<file path="src/rtl/spi_lis3dh_slave.sv">
// rtl/spi_lis3dh_slave.sv - SPI responder emulating the LIS3DH register interface (4-wire and SIM=1 3-wire)
module spi_lis3dh_slave #(
    parameter logic [7:0] WHOAMI    = 8'h33,
    parameter logic [7:0] CTRL1_RST = 8'h07
) (
    input  logic clk,
    input  logic reset,
    input  logic csn,
    input  logic sck,
    input  logic mosi,
    output logic miso,
    output logic miso_oe,
    output logic mosi_out,
    output logic mosi_oe,
    output logic spi3w
);
    typedef enum logic [1:0] {IDLE, CMD, DATA} state_t;

    state_t      state, state_nxt;
    logic [1:0]  csn_sync, sck_sync, mosi_sync;
    logic        csn_s, csn_d, sck_s, sck_d, sdi_s;
    logic        csn_fall, sck_rise, sck_fall, byte_done;
    logic [2:0]  bit_cnt;
    logic [6:0]  rx_shift;
    logic [7:0]  rx_byte, tx_shift, rd_data;
    logic [5:0]  addr, addr_nxt, rd_addr;
    logic        cmd_rw, cmd_ms, frame_sim, sim_now, tx_bit;
    logic [7:0]  regs [0:7];

    // Synchronizers reset low so a CSN still held low after reset never looks like a falling edge.
    always_ff @(posedge clk or posedge reset) begin
        if (reset) begin
            csn_sync  <= 2'b00;
            sck_sync  <= 2'b00;
            mosi_sync <= 2'b00;
            csn_d     <= 1'b0;
            sck_d     <= 1'b0;
        end else begin
            csn_sync  <= {csn_sync[0], csn};
            sck_sync  <= {sck_sync[0], sck};
            mosi_sync <= {mosi_sync[0], mosi};
            csn_d     <= csn_sync[1];
            sck_d     <= sck_sync[1];
        end
    end

    assign csn_s     = csn_sync[1];
    assign sck_s     = sck_sync[1];
    assign sdi_s     = mosi_sync[1];
    assign csn_fall  = csn_d & ~csn_s;
    assign sck_rise  = ~csn_s & sck_s & ~sck_d;
    assign sck_fall  = ~csn_s & ~sck_s & sck_d;
    assign byte_done = sck_rise && (bit_cnt == 3'd7);
    assign rx_byte   = {rx_shift, sdi_s};
    assign addr_nxt  = cmd_ms ? addr + 6'd1 : addr;
    assign sim_now   = csn_fall ? regs[3][0] : frame_sim;

    always_ff @(posedge clk or posedge reset) begin
        if (reset) state <= IDLE;
        else       state <= state_nxt;
    end

    always_comb begin
        state_nxt = state;
        case (state)
            IDLE:    if (csn_fall) state_nxt = CMD;
            CMD:     if (csn_s) state_nxt = IDLE;
                     else if (byte_done) state_nxt = DATA;
            DATA:    if (csn_s) state_nxt = IDLE;
            default: state_nxt = IDLE;
        endcase
    end

    // Byte to preload: the command's address at the end of the command byte, else the advanced address.
    always_comb begin
        rd_addr = (state == CMD) ? rx_byte[5:0] : addr_nxt;
        rd_data = 8'h00;
        if (rd_addr == 6'h0F)
            rd_data = WHOAMI;
        else if (rd_addr[5:3] == 3'b100)
            rd_data = regs[rd_addr[2:0]];
    end

    always_ff @(posedge clk or posedge reset) begin
        if (reset) begin
            bit_cnt   <= 3'd0;
            rx_shift  <= 7'd0;
            tx_shift  <= 8'd0;
            tx_bit    <= 1'b0;
            cmd_rw    <= 1'b0;
            cmd_ms    <= 1'b0;
            addr      <= 6'd0;
            frame_sim <= 1'b0;
            miso_oe   <= 1'b0;
            mosi_oe   <= 1'b0;
        end else begin
            if (csn_fall) begin
                bit_cnt   <= 3'd0;
                tx_shift  <= 8'd0;
                frame_sim <= regs[3][0];
            end else if (sck_rise && state != IDLE) begin
                bit_cnt  <= bit_cnt + 3'd1;
                rx_shift <= rx_byte[6:0];
            end

            if (state == IDLE || csn_s) begin
                tx_bit <= 1'b0;
            end else if (sck_fall) begin
                tx_bit   <= tx_shift[7];
                tx_shift <= {tx_shift[6:0], 1'b0};
            end

            if (byte_done && state == CMD) begin
                {cmd_rw, cmd_ms, addr} <= rx_byte;
                if (rx_byte[7]) tx_shift <= rd_data;
            end else if (byte_done && state == DATA) begin
                addr <= addr_nxt;
                if (cmd_rw) tx_shift <= rd_data;
            end

            miso_oe <= ~csn_s & ((state != IDLE) | csn_fall) & ~sim_now;
            mosi_oe <= ~csn_s & (state == DATA) & cmd_rw & frame_sim;
        end
    end

    always_ff @(posedge clk or posedge reset) begin
        if (reset) begin
            for (int i = 0; i < 8; i++) regs[i] <= 8'h00;
            regs[0] <= CTRL1_RST;
        end else if (state == DATA && byte_done && !cmd_rw && addr[5:3] == 3'b100) begin
            regs[addr[2:0]] <= rx_byte;
        end
    end

    assign miso     = tx_bit & ~frame_sim;
    assign mosi_out = tx_bit & frame_sim;
    assign spi3w    = regs[3][0];
endmodule

</file>
<file path="config.mk">
export PLATFORM = sky130hd
export DESIGN_NAME = spi_lis3dh_slave
export DESIGN_NICKNAME = d
export VERILOG_FILES = /design/src/rtl/spi_lis3dh_slave.sv
export SDC_FILE = /design/constraint.sdc
export NUM_CORES = 1
export LEC_CHECK = 0
export CAP_MARGIN = 20
export CORE_UTILIZATION = 60
export CTS_CLUSTER_SIZE = 10
export DETAILED_ROUTE_END_ITERATION = 10
export PLACE_DENSITY = 0.83
export SYNTH_ARGS = -nofsm -noshare
export SYNTH_HDL_FRONTEND = slang
export SYNTH_SLANG_ARGS = --single-unit
</file>
<file path="constraint.sdc">
create_clock -name clk -period 10.35 [get_ports clk]
set_input_delay 2.07 -clock clk [delete_from_list [all_inputs] [get_ports clk]]
set_output_delay 2.07 -clock clk [all_outputs]
set_load 0.005 [all_outputs]
</file>
==> results of run 1 <==
[flip-flops by register name, indices dropped and copies added (netlist names), 2 cells and up]
register / flops
regs: 63
tx_shift: 8
rx_shift: 7
addr: 6
bit_cnt: 3
csn_sync: 2
mosi_sync: 2
sck_sync: 2
state: 2
[cell usage after synthesis (4+ instances only)]
cell type  number
dfrtp_1       101
mux2_2         77
mux2i_1        19
nand2_1        18
nor2_1         14
clkbuf_1       10
mux4_2         10
o21ai_0         9
a22oi_1         7
a21oi_1         6
buf_4           6
inv_1           6
nor2b_1         5
a211oi_1        4
a221o_1         4
nor3_1          4
[stage by stage]
step | instances | area [sq um] | util | hold WS, ns | setup WS (ns)
after floorplan | 374 | 4990 | - | 0.331 | 5.55
after global placement | 464 | 5100 | 0.646 | 0.332 | 6.65
after detailed placement | 464 | 5100 | 0.646 | 0.336 | 6.61
after CTS | 479 | 5300 | 0.671 | 0.359 | 6.83
after global routing | 479 | 5300 | 0.671 | 0.366 | 6.77
final | 479 | 5300 | 0.671 | 0.359 | 6.85
[metal layers]
layer / share of wire / routed length [microns] / GRT usage / vias up
li1: - / - / - / 1374
met1: 0.45 / 4300 / 0.335 / 1548
met2: 0.49 / 4730 / 0.398 / 61
met3: 0.045 / 435 / 0.0512 / 14
met4: 0.018 / 177 / 0.103 / 0
met5: 0 / 0 / 0 / -
[layout by cell type (no fill, tap or decap), types with 3 or more instances in the layout]
cell             Yosys  final
or4_1                3      3
o21ai_0              9      9
nand2_1             18     18
mux4_2              10     10
a22oi_1              7      7
a21o_1               3      3
a221o_1              4      4
inv_1                6      5
o31ai_1              3      3
clkdlybuf4s50_1      0      9
a31oi_1              3      3
mux2i_1             19     19
dfstp_2              3      3
nor2_1              14     14
dfrtp_1            101    101
xor2_1               3      3
buf_4                6      3
clkbuf_8             0      9
nand3b_1             3      3
nand2b_1             3      3
nor2b_1              5      5
nor3_1               4      4
o211ai_1             3      3
mux2_2              77     77
ha_1                 3      3
a211oi_1             4      4
a21oi_1              6      6
nor3b_1              3      3
[power groups by stage]
| stage | Sequential (mW) | Combinational, mW | Clock, mW |
|---|---|---|---|
| global route | 0.421 | 0.0412 | 0.277 |
| finish | 0.420 | 0.0369 | 0.259 |
| CTS | 0.420 | 0.0377 | 0.264 |
| global placement | 0.428 | 0.0365 | 0 |
| detailed placement | 0.428 | 0.0374 | 0 |
| floorplan | 0.421 | 0.0334 | 0 |
[worst paths after layout]
check	to	slack, ns	cells after the start	startpoint
max	miso	6.85	2	frame_sim
min	sck_sync[1]	0.36	0	sck_sync[0]
max reg2reg	tx_shift[5]	7.11	7	state[1]
min reg2reg	sck_sync[1]	0.36	0	sck_sync[0]
max in group asynchronous	regs[13]	7.11	3	reset
min in group asynchronous	mosi_sync[1]	2.05	2	reset
[final cells by class]
cell class	count	area (sq um)	area share
clock inverter	6	75.1	0.0142
clock buffer	9	124	0.0234
tap	102	128	0.0241
inverter	6	25.0	0.00472
multi-input combinational	240	2230	0.420
sequential	104	2610	0.492
timing repair buffer	12	113	0.0213
[cell families (layout without fill, tap and decap cells)]
family / Yosys count / after routing / share of synthesized area
xor gates and xnor gates: 5 / 5 / 0.00878
DFF: 104 / 104 / 0.523
AOI/OAI and AO/OA: 50 / 50 / 0.0707
buffers and inverters: 30 / 33 / 0.0311
adders and majority gates: 3 / 3 / 0.00753
and+or+nand+nor: 74 / 74 / 0.0953
muxes: 108 / 108 / 0.264
==> key figures, run 1 <==
Run status
  • Status: finished, final reports clean

Power and ir drop
  • Psw: approximately 0.18 mW
  • Pwr dens: 135 mW/mm^2
  • Sw Share: 0.246
  • Flop pwr share: 0.587
  • Peak VDD IR: 0.0961 mV
  • Leakage power: approximately 2.5 nW
  • Clock share of power: 0.361
  • Total Power: 0.716 mW
  • Int Power: 0.539 mW
  • Combinational power share: 0.052

STA
  • Worst Max-Slew Pin Slew: ~1.0 ns
  • Period utilization: 0.338
  • Min cycle time layout: between 3 and 4 ns
  • FMAX: 285 MHz
  • RSZ-0062 raised after global routing: false
  • Final Hold Viols: 0
  • Worst Clk Skew: 0.0122 ns
  • Setup TNS: 0 ns
  • Setup Viol. Count Final: 0
  • Final Max Tran Viols: 0
  • Worst slew margin: 0.311

Die
  • Die X-Extent: slightly above 90 microns
  • DIE AREA: slightly below 0.009 sq mm
  • Site Rows: 32
  • Die height: 93.2 microns
  • Initial Util: 0.632
  • Core area: 0.00789 sq mm
  • I/O pins: 10

GRT
  • Tot GR Track Use: 0.249
  • Largest net degree at the start of global routing: 71
  • GRT overflow: 0
  • First-pass GRT wire length: 15800 microns
  • Vias in the first global route: around 3000
  • Initial antenna violation count: 0

Clocking
  • Clock slew at reported path FFs: around 0.10 ns
  • Clk buf depth: 2
  • CTS Buf Count: 9
  • Setup Fix Bufs, Post-CTS: 0
  • CTS tree: built
  • CTS Sinks: between 100 and 150
  • Later-pin clock latency in the skew report: 0.38 ns
  • Root buf cell: clkbuf_8
  • H-tree depth: 3
  • Post-CTS Resized: 0
  • CTS Hold Bufs: 0

Logic synthesis
  • Mapped Cells: 374
  • Library cells used by synthesis: 55
  • Yosys reg bits: about 100
  • Sequential share of the synthesized area: 0.523
  • Syn Nets: approximately 380
  • Post-Syn Area per Cell: ~13 sq um
  • Number of synthesis warnings: 0
  • Area leader, netlist: dfrtp_1
  • Synth top area share: 0.507
  • Top FF cell, synth: dfrtp_1
  • Post-Synthesis Cell Area: 0.00499 sq mm
  • Top post-synthesis cells by area: dfrtp_1 (51%), mux2_2 (17%), mux4_2 (4.5%)
  • Ys async rst share: 1.00
  • Number of synthesized flops with an enable pin: 0

Final layout
  • Antenna cells: 0
  • Final layout net count: around 380
  • Fill cells: 558
  • Synth-to-Final Area Change: 6.20%
  • Share of layout cells above drive strength 1: 0.324

Drt
  • Iteration-0 DRC Markers: approximately 180
  • Via/cell ratio: approximately 6.3
  • Final ANT Viol Nets: 0
  • Via count: ~3000
  • DRC viols: 0
  • Total wire length: around 9600 microns
  • DRT Pass-1 Iters: 4
  • WL per Instance: between 20 and 25 microns

Critical path
  • Arrival @ worst endpoint: 1.43 ns
  • Max incr delay on CP: about 0.5 ns
  • Crit-path cells: nor2b_1, clkdlybuf4s50_1
  • Critical path's slowest cell: clkdlybuf4s50_1
  • Worst EP required: just over 8 ns
  • Startpoint type of the worst setup path: flip-flop
  • Crit path buffers/inverters: 1
  • Kind of critical path: reg2out
  • CP Max Fanout: 5
  • Crit end category: output pin
  • Cell family with most CP delay: buffers and inverters

Hold path
  • Min-delay worst type: reg2reg

Place
  • DPL Wire Length: between 6000 and 7000 microns
  • I/O Buffers: 9
  • GP Congestion: about 0.85

Run
  • Total of max-cap violations: 0
(Power assumes the default switching activity.)
==> inputs of run 2 (changes only) <==
clock period = 3.65 ns   (was 10.35 ns; I/O delays follow)
==> run 2 against run 1 <==
Against the previous run:
- setup slack worse by 6.1 ns
- first-iteration DRC count down 5.6%
- design area up 0.69%
- via count up 1.6%
- register-to-register slack worse by 6.4 ns
- clock power rose to 2.8 times the previous value
- critical path type is now reg2reg
- critical endpoint is now tx_shift[5]
==> key figures, run 2 (synthesis results as in run 1) <==
Power and ir drop
  • Leakage power: between 2 and 2.5 nW
  • Total Power: a little over 2 mW
  • Peak VDD IR: between 0.2 and 0.3 mV
  • Pwr dens: roughly 380 mW/mm^2

Place
  • Placed inst area: 0.00513 sq mm
  • GP Congestion: between 0.8 and 0.9
  • DPL Wire Length: around 6600 microns
  • I/O Buffers: 9

Clocking
  • Setup Fix Bufs, Post-CTS: 0
  • Root buf cell: clkbuf_8
  • H-tree depth: 3
  • CTS Sinks: ~100
  • Post-CTS Resized: 0
  • Clk buf depth: 2
  • CTS Buf Count: 9
  • CTS tree: built
  • Clock slew at reported path FFs: roughly 0.10 ns
  • CTS Hold Bufs: 0
  • Later-pin clock latency in the skew report: 0.38 ns

GRT
  • First-pass GRT wire length: 16600 microns
  • Tot GR Track Use: 0.259
  • Initial antenna violation count: 0
  • Largest net degree at the start of global routing: 56
  • Vias in the first global route: 3147
  • GRT overflow: 0

Critical path
  • Kind of critical path: reg2reg
  • Reg2Reg Setup Slack: 0.70 ns
  • CP Max Fanout: 12
  • Crit end category: flip-flop
  • Worst EP required: just under 4 ns
  • Startpoint type of the worst setup path: flip-flop
  • Arrival @ worst endpoint: 3.25 ns

Drt
  • Via count: 3044
  • WL per Instance: 20.5 microns
  • Final ANT Viol Nets: 0
  • Wl on met1: 4340 microns
  • DRT Pass-1 Iters: 4
  • DRC viols: 0
  • Via/cell ratio: 6.33
  • Top sig layer: met4
  • Met2 wire len: 4790 microns
  • Met3 routed WL: between 400 and 500 microns
  • Iteration-0 DRC Markers: between 150 and 200
  • Total wire length: about 9900 microns

Final layout
  • Biggest register: regs
  • Commonest non-fill, non-tap cells in the layout: dfrtp_1 (101), mux2_2 (77), mux2i_1 (19), nand2_1 (18), nor2_1 (14)
  • Leading registers by flop count: regs: 63 flops, tx_shift: 8 flops, rx_shift: 7 flops
  • Commonest non-fill, non-tap cell in the layout: dfrtp_1
  • Share of layout cells above drive strength 1: 0.325
  • Final layout net count: between 300 and 400
  • Synth-to-Final Area Change: 6.92%
  • Antenna cells: 0
  • Max FFs per register: 63
  • Final instance area: between 0.005 and 0.006 sq mm

STA
  • Worst slew margin: 0.397
  • Worst Clk Skew: around 0.011 ns
  • Final Hold Viols: 0
  • Period utilization: 0.808
  • Setup TNS: 0 ns
  • Worst Max-Slew Pin Slew: 0.897 ns
  • Setup Viol. Count Final: 0
  • RSZ-0062 raised after global routing: false
  • FMAX: between 300 and 400 MHz
  • Min cycle time layout: 2.95 ns
  • Final Max Tran Viols: 0

Die
  • Die X-Extent: 93.2 microns
  • I/O pins: 10
  • Core area: 0.00789 sq mm
  • Initial Util: 0.632
  • Die height: 93.2 microns
  • DIE AREA: just under 0.009 sq mm
  • Site Rows: 32

Run status
  • Status: finished, final reports clean

Run
  • Total of max-cap violations: 0

Hold path
  • Min-delay worst type: reg2reg
==> run 2: path summary, 6_finish.rpt <==
kind,start,endpoint,cells past startpoint
max in group asynchronous,reset,regs[56],3
min in group asynchronous,reset,regs[0],2
max,addr[1],tx_shift[5],7
max reg2reg,addr[1],tx_shift[5],7
min,mosi_sync[0],mosi_sync[1],0
min reg2reg,mosi_sync[0],mosi_sync[1],0
==> run 2: metal layers <==
metal	vias up	GRT usage
li1	1373	-
met1	1562	0.354
met2	87	0.411
met3	22	0.0626
met4	0	0.0872
met5	-	0
==> run 2: final cells by class <==
class / instances / area, sq um
tap: 102 / 128
clock buffer: 10 / 128
fill: 559 / 2550
sequential: 104 / 2610
timing repair buffer: 13 / 145
multi-input combinational: 240 / 2230
inverter: 6 / 25.0
clock inverter: 6 / 75.1
==> run 2: critical path, stage by stage, from the launching register on <==
cell	delay (ns)
dfrtp_1	0.68
ha_1	0.34
mux2_2	0.29
mux2i_4	0.49
mux2i_1	0.16
mux2_2	0.28
or4_1	0.50
o211ai_1	0.12
==> run 2: power breakdown <==
| part | internal, mW | total [mW] | switching, mW | leakage (nW) |
|---|---|---|---|---|
| clock network | 0.328 | 0.731 | 0.403 | 0.0994 |
| logic | 0.0444 | 0.111 | 0.0664 | 0.981 |
| registers | 1.16 | 1.19 | 0.0301 | 1.42 |
==> run 2: through the flow <==
stage	setup slack (ns)	hold slack (ns)	util	cells
finish	0.702	0.366	0.676	481
global route	0.548	0.385	0.676	481
CTS	0.707	0.373	0.676	481
detailed placement	0.760	0.348	0.650	465
global placement	0.818	0.333	0.650	465
floorplan	0.193	0.331	-	374
